$ cat src/rtl/serial_subtractor.sv
// serial_subtractor: bit-serial a - b - bin using one full-subtractor cell and a registered borrow,
// LSB first, with valid/ready handshakes on operands and result.
module serial_subtractor #(
  parameter int WIDTH = 4
) (
  input  logic             clk,
  input  logic             rst_n,
  input  logic             in_valid,
  output logic             in_ready,
  input  logic [WIDTH-1:0] a,
  input  logic [WIDTH-1:0] b,
  input  logic             bin,
  output logic             out_valid,
  input  logic             out_ready,
  output logic [WIDTH-1:0] diff,
  output logic             bout,
  output logic             ovf
);
  localparam int IW = $clog2(WIDTH);
  typedef enum logic [1:0] {IDLE, RUN, DONE} state_t;
  state_t state, state_n;
  logic [WIDTH-1:0] sa, sb;
  logic [IW-1:0] idx;
  logic br, d, br_n, last;
  assign d = sa[0] ^ sb[0] ^ br;
  assign br_n = (~sa[0] & sb[0]) | (~(sa[0] ^ sb[0]) & br);
  assign last = idx == IW'(WIDTH - 1);
  assign bout = br;
  always_ff @(posedge clk or negedge rst_n)
    if (!rst_n) state <= IDLE;
    else state <= state_n;
  always_comb begin
    state_n = state;
    in_ready = state == IDLE;
    out_valid = state == DONE;
    if (in_ready && in_valid) state_n = RUN;
    else if (state == RUN && last) state_n = DONE;
    else if (out_valid && out_ready) state_n = IDLE;
  end
  // on the final bit sa[0]/sb[0] are the operand sign bits and d is the result sign bit
  always_ff @(posedge clk or negedge rst_n)
    if (!rst_n) begin
      sa <= '0;
      sb <= '0;
      br <= 1'b0;
      idx <= '0;
      diff <= '0;
      ovf <= 1'b0;
    end else if (in_ready && in_valid) begin
      sa <= a;
      sb <= b;
      br <= bin;
      idx <= '0;
    end else if (state == RUN) begin
      sa <= sa >> 1;
      sb <= sb >> 1;
      br <= br_n;
      idx <= idx + IW'(1);
      diff <= {d, diff[WIDTH-1:1]};
      if (last) ovf <= (sa[0] ^ sb[0]) & (d ^ sa[0]);
    end
endmodule

$ cat config.mk
export PLATFORM = sky130hd
export DESIGN_NAME = serial_subtractor
export DESIGN_NICKNAME = d
export VERILOG_FILES = /design/src/rtl/serial_subtractor.sv
export SDC_FILE = /design/constraint.sdc
export NUM_CORES = 1
export LEC_CHECK = 0
export CAP_MARGIN = 20
export CORE_MARGIN = 3
export CORE_UTILIZATION = 59
export DETAILED_ROUTE_END_ITERATION = 7
export DONT_BUFFER_PORTS = 1
export PLACE_DENSITY_LB_ADDON = 0.15
export SLEW_MARGIN = 20
export SYNTH_ARGS = -nofsm -noshare
export SYNTH_HDL_FRONTEND = slang
export SYNTH_SLANG_ARGS = --single-unit
$ cat constraint.sdc
create_clock -name clk -period 1.7 [get_ports clk]
set_input_delay 0.34 -clock clk [delete_from_list [all_inputs] [get_ports clk]]
set_output_delay 0.34 -clock clk [all_outputs]
set_load 0.01 [all_outputs]
## Word-level counts from Yosys, hierarchy flattened

Cells that the tools add are included.

- $add $sub $neg: 1
- Multipliers: 0
- Div/mod/pow operators: 0
- Magnitude comparators: 0
- Equal/unequal tests: 3
- Shift-type cells: 0
- Muxes and demuxes: 11
- Bitwise logic cells: 10
- Reductions and logical operators: 8

Operator list:

| kind | number |
|---|---|
| $mux W4 | 4 |
| $mux W2 | 5 |
| $eq A2 B2 Y1 const B | 2 |
| $and A1 B1 Y1 | 3 |
| $logic_and A1 B1 Y1 | 3 |
| $not A1 Y1 | 3 |
| $reduce_and A3 Y1 | 1 |
| $reduce_bool A3 Y1 | 1 |
| $xor A1 B1 Y1 | 3 |
| $add A2 B1 Y2 const B | 1 |
| $eq A2 B1 Y1 const B | 1 |
| $logic_not A2 Y1 | 1 |
| $mux W1 | 2 |
| $reduce_and A2 Y1 | 1 |
| $reduce_bool A2 Y1 | 1 |
| $or A1 B1 Y1 | 1 |

- Register bits: 18
- Bits in latches: 0
- Memory bits (writable): 0
- Bits in read-only memories: 0
- Bits of input ports: 13
- Logic and storage cells: 40
- Memories kept: 0

## Depth between registers and ports, before layout

Gate-level depths: netlist of the first run.

- Depth after elaboration: 6
- Gate-level depth with buffers: 5
- Depth with buffers taken out: 4

## Worst setup path after synthesis of the first run

OpenSTA, ideal clock, no wires.

- Kind: register to register
- Start point: register br, in the netlist bout
- End point: register ovf
- Setup time: 0.104 ns
- Arrival: 1.268 ns
- Slack: 0.329 ns
- Stages on the path, launching flop included: 4
- Buffers on the path: 0
- Clock period less this slack: 1.371 ns
- Cells stage by stage: dfrtp_1 -> fa_1 -> xor2_1 -> o41ai_2

- Word-level cells in the longest chain between the ends: 3

Ends and longest elaborated chain:

| what | line | RTL |
|---|---|---|
| from (decl) | 24 | `logic br, d, br_n, last;` |
| from (signal assigned) | 52 | `br <= bin;` |
| from (signal assigned) | 57 | `br <= br_n;` |
| $xor A1 B1 Y1 | 25 | `assign d = sa[0] ^ sb[0] ^ br;` |
| $xor A1 B1 Y1 | 60 | `if (last) ovf <= (sa[0] ^ sb[0]) & (d ^ sa[0]);` |
| $and A1 B1 Y1 | 60 |  |
| to (signal assigned) | 60 |  |
| to (decl) | 17 | `output logic ovf` |

Every way passes these cells.
A chain may end at the register's enable or synchronous reset.

## Worst setup path after layout of the first run

- Start point: register state[1]
- End point: output port out_valid

- Word-level cells in the longest chain between the ends: 1

Ends and longest elaborated chain:

| what | line | RTL |
|---|---|---|
| from (decl) | 21 | `state_t state, state_n;` |
| from (signal assigned) | 31 | `else state <= state_n;` |
| $eq A2 B2 Y1 | 35 | `out_valid = state == DONE;` |
| to (decl) | 13 | `output logic out_valid,` |

Every way passes these cells.

==> results.toml, run 1 <==
[status]
outcome = "finished, final reports clean"

[cts]
clock_tree.htree_level_count = 1
cts_made_buffers = 3
clkSinkCount = 18
cts_setup_buffers = 0
cts_repair_resize_count = 0
clk-insertion-delay-late_ns = 0.29
cts.path.max_buffers = 2
clk_root_buffer_cell = "sky130_fd_sc_hd__clkbuf_4"
clkTransAtPathRegs_ns = 0.10
cts_tree = "built"

[critical_path]
crit_arrival_ns = 1.23
critical-path-top-delay-family = "flip-flops"
crit_path_max_incr_delay_ns = 0.56
critPathLaunch = "state[1]$_DFFE_PN0P_"
timing.critical_path.fanout_max = 11
cp-end-kind = "output port"
worst-setup-path-type = "reg -> out"
r2r-end = "ovf$_DFFE_PN0P_"
worst_r2r_path_depth = 3
slowest_stage = "sky130_fd_sc_hd__dfrtp_1"
cp.depth = 2
capturing_instance_or_port_of_the_critical_path = "out_valid"
crit_chain = "inv_2 > nor2_1"
worst_setup_path_start_kind = "flop"
crit-reg2reg-launch = "bout$_DFFE_PN0P_"
setup.reg_to_reg.worst_slack_ns = 0.24
path_buf_inv = 1
cp.required_ns = 1.36

[yosys]
synth.cell_area_sq_um = 859.6
ys.warnings.count = 0
yosysUniqueCellTypes = 25
synth_top_family_by_area = "compound AO/OA/AOI/OAI gates"
syn-mean-instance-area_sq_um = 11.77
multiplexer_share_of_the_synthesized_area_pct = 5.240
synthXorXnorAreaFrac_pct = 1.019
synth_nets = 89
synthAdderAreaFrac_pct = 5.240
compound_cell_area_share_of_the_yosys_netlist_pct = 21.83
syn-instance-count = 73
postSynthRegisterBits = 18
ys_seq_area_share_pct = 52.40
synth-simple-area-share_pct = 8.297

[timing]
period_minus_slack_ns = 1.573
timing.final.hold_violations = 0
worst-slew-pin-transition_ns = 0.7920
achievable-frequency_mhz = 635.7
grt_setup_unrepaired = "no"
timing.final.max_slew_violations = 0
timing.final.crit_share_pct = 92.54
layout_setup_ws_ns = 0.1269
fin_worst_skew_ns = 0.005561
slew-limit-headroom_pct = 47.02
fin_setup_tns_ns = 0
setup_viol = 0

[routing]
drt_wl_total_mm = 1.540
drt-vias-per-instance = 6.344
drcViolationCount = 0
num_vias = 571
drt_first_iter_violations = 8
drt_pass1_iterations = 7
antenna_left = 0
wl_per_cell_microns = 17.11

[final_layout]
layout-drive-gt1-share_pct = 17.33
layout.cells.non_filler = 90
finish.net_count = 92
n_antenna_cell = 0
synthToLayoutAreaGrowth_pct = 4.658

[die]
rows = 13
fp.dieArea_sq_mm = 0.001951
die_y_microns = 44.17
die_width_microns = 44.17
ios = 21
core_sq_mm = 0.001334
initial_core_utilization_pct = 64.45

[grt]
maximum_number_of_pins_on_one_net_before_global_route_repair = 19
gr-total-overflow = 0
first_pass_grt_wire_length_mm = 2.546
track_usage_pct = 18.05
via_count_of_the_first_global_routing_pass = 564
number_of_antenna_violations_at_the_first_check_in_global_routing = 0

[placed_design]
placement.setup.worst_slack_ns = 0.2660
placement.io_buffers = 0
placed_cells = 85
gp_congestion = 0.7208
dp_hpwl_mm = 1.056

[flow_run]
maxCapViolations = 0

[pwr]
vdd_ir_drop_max_v = 0.0004188
leakage_uw = 0.0004308
power_per_cell_area_mw_per_mm2 = 797.5

[hold_path]
timing.hold.worst.class = "in -> reg"
timing.hold.worst.start = "out_ready"
[per-layer routing]
| metal | GRT usage, % | vias up | share of wire (%) |
|---|---|---|---|
| met4 | 7.229 | 0 | 0.26 |
| met3 | 4.878 | 2 | 5.5 |
| met2 | 26.74 | 20 | 46 |
| met5 | 0 | - | 0 |
| li1 | - | 270 | - |
| met1 | 25.13 | 279 | 48 |
[how the worst min path moves through the flow]
| stage | depth (start not counted) | to |
|---|---|---|
| global placement | 0 | state[1]$_DFFE_PN0P_ |
| detailed placement | 0 | state[1]$_DFFE_PN0P_ |
| global route | 1 | state[1]$_DFFE_PN0P_ |
| finish | 1 | state[1]$_DFFE_PN0P_ |
| CTS | 1 | state[1]$_DFFE_PN0P_ |
| floorplan | 0 | bout$_DFFE_PN0P_ |
[cell families (layout without fill, tap and decap cells)]
| group | after synthesis | in the layout |
|---|---|---|
| XOR/XNOR | 1 | 1 |
| buffers and inverters | 9 | 11 |
| AO/OA/AOI/OAI | 25 | 25 |
| multiplexers | 3 | 3 |
| adder cells (fa/ha/maj) | 3 | 3 |
| AND/OR/NAND/NOR | 14 | 14 |
| flip-flops | 18 | 18 |
[per-stage QoR]
stage / power, uW / util (%) / area (sq um) / hold slack, ns
after floorplan: 454.9 / - / 859.6 / 0.04441
after global placement: 456.6 / 63.98 / 853.3 / 0.04492
after detailed placement: 456.9 / 63.98 / 853.3 / 0.04485
after CTS: 726.1 / 67.45 / 899.6 / 0.1334
after global routing: 741.5 / 67.45 / 899.6 / 0.1356
final: 717.4 / 67.45 / 899.6 / 0.1403
[timing repair]
item / 4_1_cts / 5_1_grt
hold buffers: 1 / 0
endpoints found under the setup margin: 0 / 0
hold endpoints to repair: 18 / 0
[layout by cell type (no fill, tap or decap)]
cell	synthesis	layout
sky130_fd_sc_hd__a22o_1	2	2
sky130_fd_sc_hd__a22oi_1	2	2
sky130_fd_sc_hd__a2bb2oi_1	3	3
sky130_fd_sc_hd__a32o_1	1	1
sky130_fd_sc_hd__buf_4	0	1
sky130_fd_sc_hd__clkbuf_4	0	3
sky130_fd_sc_hd__clkbuf_8	0	1
sky130_fd_sc_hd__dfrtp_1	18	18
sky130_fd_sc_hd__dlygate4sd3_1	0	1
sky130_fd_sc_hd__fa_1	1	1
sky130_fd_sc_hd__ha_1	2	2
sky130_fd_sc_hd__inv_1	4	4
sky130_fd_sc_hd__inv_2	1	1
sky130_fd_sc_hd__mux2_4	3	3
sky130_fd_sc_hd__nand2_1	2	2
sky130_fd_sc_hd__nand2b_1	1	1
sky130_fd_sc_hd__nand2b_4	1	1
sky130_fd_sc_hd__nor2_1	7	7
sky130_fd_sc_hd__nor3_1	2	2
sky130_fd_sc_hd__nor3b_1	1	1
sky130_fd_sc_hd__o21ai_0	8	8
sky130_fd_sc_hd__o21bai_2	1	1
sky130_fd_sc_hd__o221a_2	1	1
sky130_fd_sc_hd__o22ai_1	5	5
sky130_fd_sc_hd__o32ai_1	1	1
sky130_fd_sc_hd__o41ai_2	1	1
sky130_fd_sc_hd__xor2_1	1	1
[flip-flops by register name (all words and copies together), names as in the netlist]
register and count:
sb 4, ovf 1, state 2, sa 4
bout 1, diff 4, idx 2
[area by class of cell]
cell class                 count  area (sq um)
sequential                    18         450.4
timing repair buffer           2         17.52
clock buffer                   4         36.28
fill                         113         434.2
multi-input combinational     46         357.8
inverter                       5         18.77
tap                           15         18.77
[cell usage after synthesis]
| master | number | area, sq um |
|---|---|---|
| sky130_fd_sc_hd__nand2b_1 | 1 | 6.260 |
| sky130_fd_sc_hd__nor2_1 | 7 | 26.28 |
| sky130_fd_sc_hd__o22ai_1 | 5 | 31.28 |
| sky130_fd_sc_hd__inv_2 | 1 | 3.750 |
| sky130_fd_sc_hd__buf_2 | 2 | 10.01 |
| sky130_fd_sc_hd__o32ai_1 | 1 | 8.760 |
| sky130_fd_sc_hd__nand2b_4 | 1 | 13.76 |
| sky130_fd_sc_hd__a32o_1 | 1 | 10.01 |
| sky130_fd_sc_hd__o21bai_2 | 1 | 11.26 |
| sky130_fd_sc_hd__o21ai_0 | 8 | 40.04 |
| sky130_fd_sc_hd__a22oi_1 | 2 | 15.01 |
| sky130_fd_sc_hd__a22o_1 | 2 | 17.52 |
| sky130_fd_sc_hd__nor3b_1 | 1 | 7.510 |
| sky130_fd_sc_hd__o221a_2 | 1 | 11.26 |
| sky130_fd_sc_hd__dfrtp_1 | 18 | 450.4 |
| sky130_fd_sc_hd__nand2_1 | 2 | 7.510 |
| sky130_fd_sc_hd__buf_6 | 2 | 22.52 |
| sky130_fd_sc_hd__mux2_4 | 3 | 45.04 |
| sky130_fd_sc_hd__ha_1 | 2 | 25.02 |
| sky130_fd_sc_hd__fa_1 | 1 | 20.02 |
| sky130_fd_sc_hd__xor2_1 | 1 | 8.760 |
| sky130_fd_sc_hd__inv_1 | 4 | 15.01 |
| sky130_fd_sc_hd__nor3_1 | 2 | 10.01 |
| sky130_fd_sc_hd__a2bb2oi_1 | 3 | 26.28 |
| sky130_fd_sc_hd__o41ai_2 | 1 | 16.27 |
[report_power, final]
| part | switching (uW) | total, uW | internal [uW] |
|---|---|---|---|
| clock | 129 | 259 | 130 |
| sequential | 3.75 | 438 | 434 |
| combinational | 10.9 | 20.4 | 9.57 |
| total | 144 | 717 | 574 |
Power figures use the tool's default switching activity.
==> run 2, diff against run 1 <==
--- a/config.mk
+++ b/config.mk
@@ -7,10 +7,12 @@
 export LEC_CHECK = 0
 export CAP_MARGIN = 20
 export CORE_MARGIN = 3
-export CORE_UTILIZATION = 59
+export CORE_UTILIZATION = 40
 export DETAILED_ROUTE_END_ITERATION = 7
 export DONT_BUFFER_PORTS = 1
 export PLACE_DENSITY_LB_ADDON = 0.15
+export REMOVE_ABC_BUFFERS = 1
+export SKIP_CTS_REPAIR_TIMING = 1
 export SLEW_MARGIN = 20
 export SYNTH_ARGS = -nofsm -noshare
 export SYNTH_HDL_FRONTEND = slang
==> run 2 against run 1 <==
Effect of this change:
- maximum frequency is 6.2% higher
- hold slack got worse by 0.012 ns
- count of clock-buffer cells in the layout is the same
- register-to-register slack barely moved
- sequential cell count unchanged
- sequential share of layout area is 0.35 points lower
- via count is 0.53% higher
- die area grew 40%
- largest power group unchanged
==> results.toml, run 2 (same netlist as run 1, synthesis figures left out) <==
[status]
outcome = "finished, final reports clean"

[grt]
gr-total-overflow = 0
number_of_antenna_violations_at_the_first_check_in_global_routing = 0
maximum_number_of_pins_on_one_net_before_global_route_repair = 19
first_pass_grt_wire_length_mm = 2.877
via_count_of_the_first_global_routing_pass = 552
track_usage_pct = 14.75

[timing]
timing.final.crit_share_pct = 87.11
achievable-frequency_mhz = 675.3
timing.final.max_slew_violations = 0
worst-slew-pin-transition_ns = 0.8439
period_minus_slack_ns = 1.481
fin_worst_skew_ns = 0.003277
slew-limit-headroom_pct = 43.55
fin_setup_tns_ns = 0
grt_setup_unrepaired = "no"
setup_viol = 0
timing.final.hold_violations = 0

[final_layout]
layout.cells.non_filler = 101
register_area_sq_um = 451.7
layout.cells.most_common_list = "sky130_fd_sc_hd__dfrtp_1, sky130_fd_sc_hd__o21ai_0, sky130_fd_sc_hd__nor2_1"
fillers = 190
finish.net_count = 91
layout.cells.most_common = "sky130_fd_sc_hd__dfrtp_1"
finish.instance_area_sq_um = 908.4
combined_area_of_the_multi_input_logic_cells_sq_um = 357.8
n_antenna_cell = 0
layout-drive-gt1-share_pct = 17.57
final_util_pct = 45.38
biggestRegsByFlops = "diff x4, sa x4, sb x4"
synthToLayoutAreaGrowth_pct = 5.677

[die]
rows = 16
ios = 21
die_y_microns = 52.36
fp.dieArea_sq_mm = 0.002741
die_width_microns = 52.36
core_sq_mm = 0.002002
initial_core_utilization_pct = 42.94

[cts]
clock_tree.htree_level_count = 1
clkSinkCount = 18
clk_root_buffer_cell = "sky130_fd_sc_hd__clkbuf_4"
clk-insertion-delay-late_ns = 0.29
cts_tree = "built"
cts_made_buffers = 3
cts.path.max_buffers = 2
clkTransAtPathRegs_ns = 0.11

[pwr]
power_uw = 726.8
power_per_cell_area_mw_per_mm2 = 800.1
vdd_ir_drop_max_v = 0.0005371
leakage_uw = 0.0004264

[routing]
wl_per_cell_microns = 17.43
drcViolationCount = 0
antenna_left = 0
drt_pass1_iterations = 4
drt-vias-per-instance = 5.683
num_vias = 574
drt_first_iter_violations = 4
drt_wl_total_mm = 1.760

[placed_design]
gp_congestion = 0.7002
placed_cells = 96
placedInstanceArea_sq_um = 860.8
placement.io_buffers = 0
dp_hpwl_mm = 1.189

[critical_path]
worst-setup-path-type = "reg -> out"
crit_arrival_ns = 1.14
worst_setup_path_start_kind = "flop"
cp.required_ns = 1.36
cp-end-kind = "output port"
timing.critical_path.fanout_max = 11

[hold_path]
timing.hold.worst.class = "in -> reg"

[flow_run]
maxCapViolations = 0
[run 2: worst paths after layout]
check	start	to	slack [ns]	cells after the start
worst max register to register	bout$_DFFE_PN0P_	ovf$_DFFE_PN0P_	0.23	3
worst max-delay path	state[1]$_DFFE_PN0P_	out_valid	0.22	2
worst min-delay path	out_ready	state[1]$_DFFE_PN0P_	0.13	1
min in group asynchronous	rst_n	diff[1]$_DFFE_PN0P_	0.58	1
max in group asynchronous	rst_n	state[1]$_DFFE_PN0P_	0.55	1
worst min register to register	idx[1]$_DFFE_PN0P_	idx[1]$_DFFE_PN0P_	0.51	1
[run 2: area by class of cell]
type                            count  share of cell area (%)
Clock buffer                        4                   3.994
Inverter                            5                   2.066
Multi-Input combinational cell     46                   39.39
Sequential cell                    18                   49.72
Tap cell                           27                   3.719
Timing Repair Buffer                1                   1.102
[run 2: critical path, stage by stage, from the launching register on]
cell and delay (ns):
sky130_fd_sc_hd__dfrtp_2 0.50, sky130_fd_sc_hd__inv_2 0.14, sky130_fd_sc_hd__nor2_1 0.21
[run 2: through the flow]
stage / hold WS, ns / setup slack, ns
after CTS: -0.2908 / 0.05722
final: 0.1278 / 0.2191
after detailed placement: 0.04495 / 0.2438
after floorplan: 0.04441 / 0.3287
after global routing: 0.1013 / 0.1258
after global placement: 0.04483 / 0.3028
[run 2: routing by layer]
metal / part of all wire (%) / wire (microns) / up-vias / global-route usage, %
li1: - / - / 268 / -
met1: 49 / 854 / 287 / 20.68
met2: 44 / 777 / 17 / 19.83
met3: 6.5 / 114 / 2 / 6.553
met4: 0.74 / 13 / 0 / 5.106
met5: 0 / 0 / - / 0
[run 2: report_power, final]
part | internal (uW) | switching, uW | total [uW]
clock network | 131 | 138 | 268
registers | 434 | 3.70 | 438
logic | 9.56 | 11.2 | 20.7
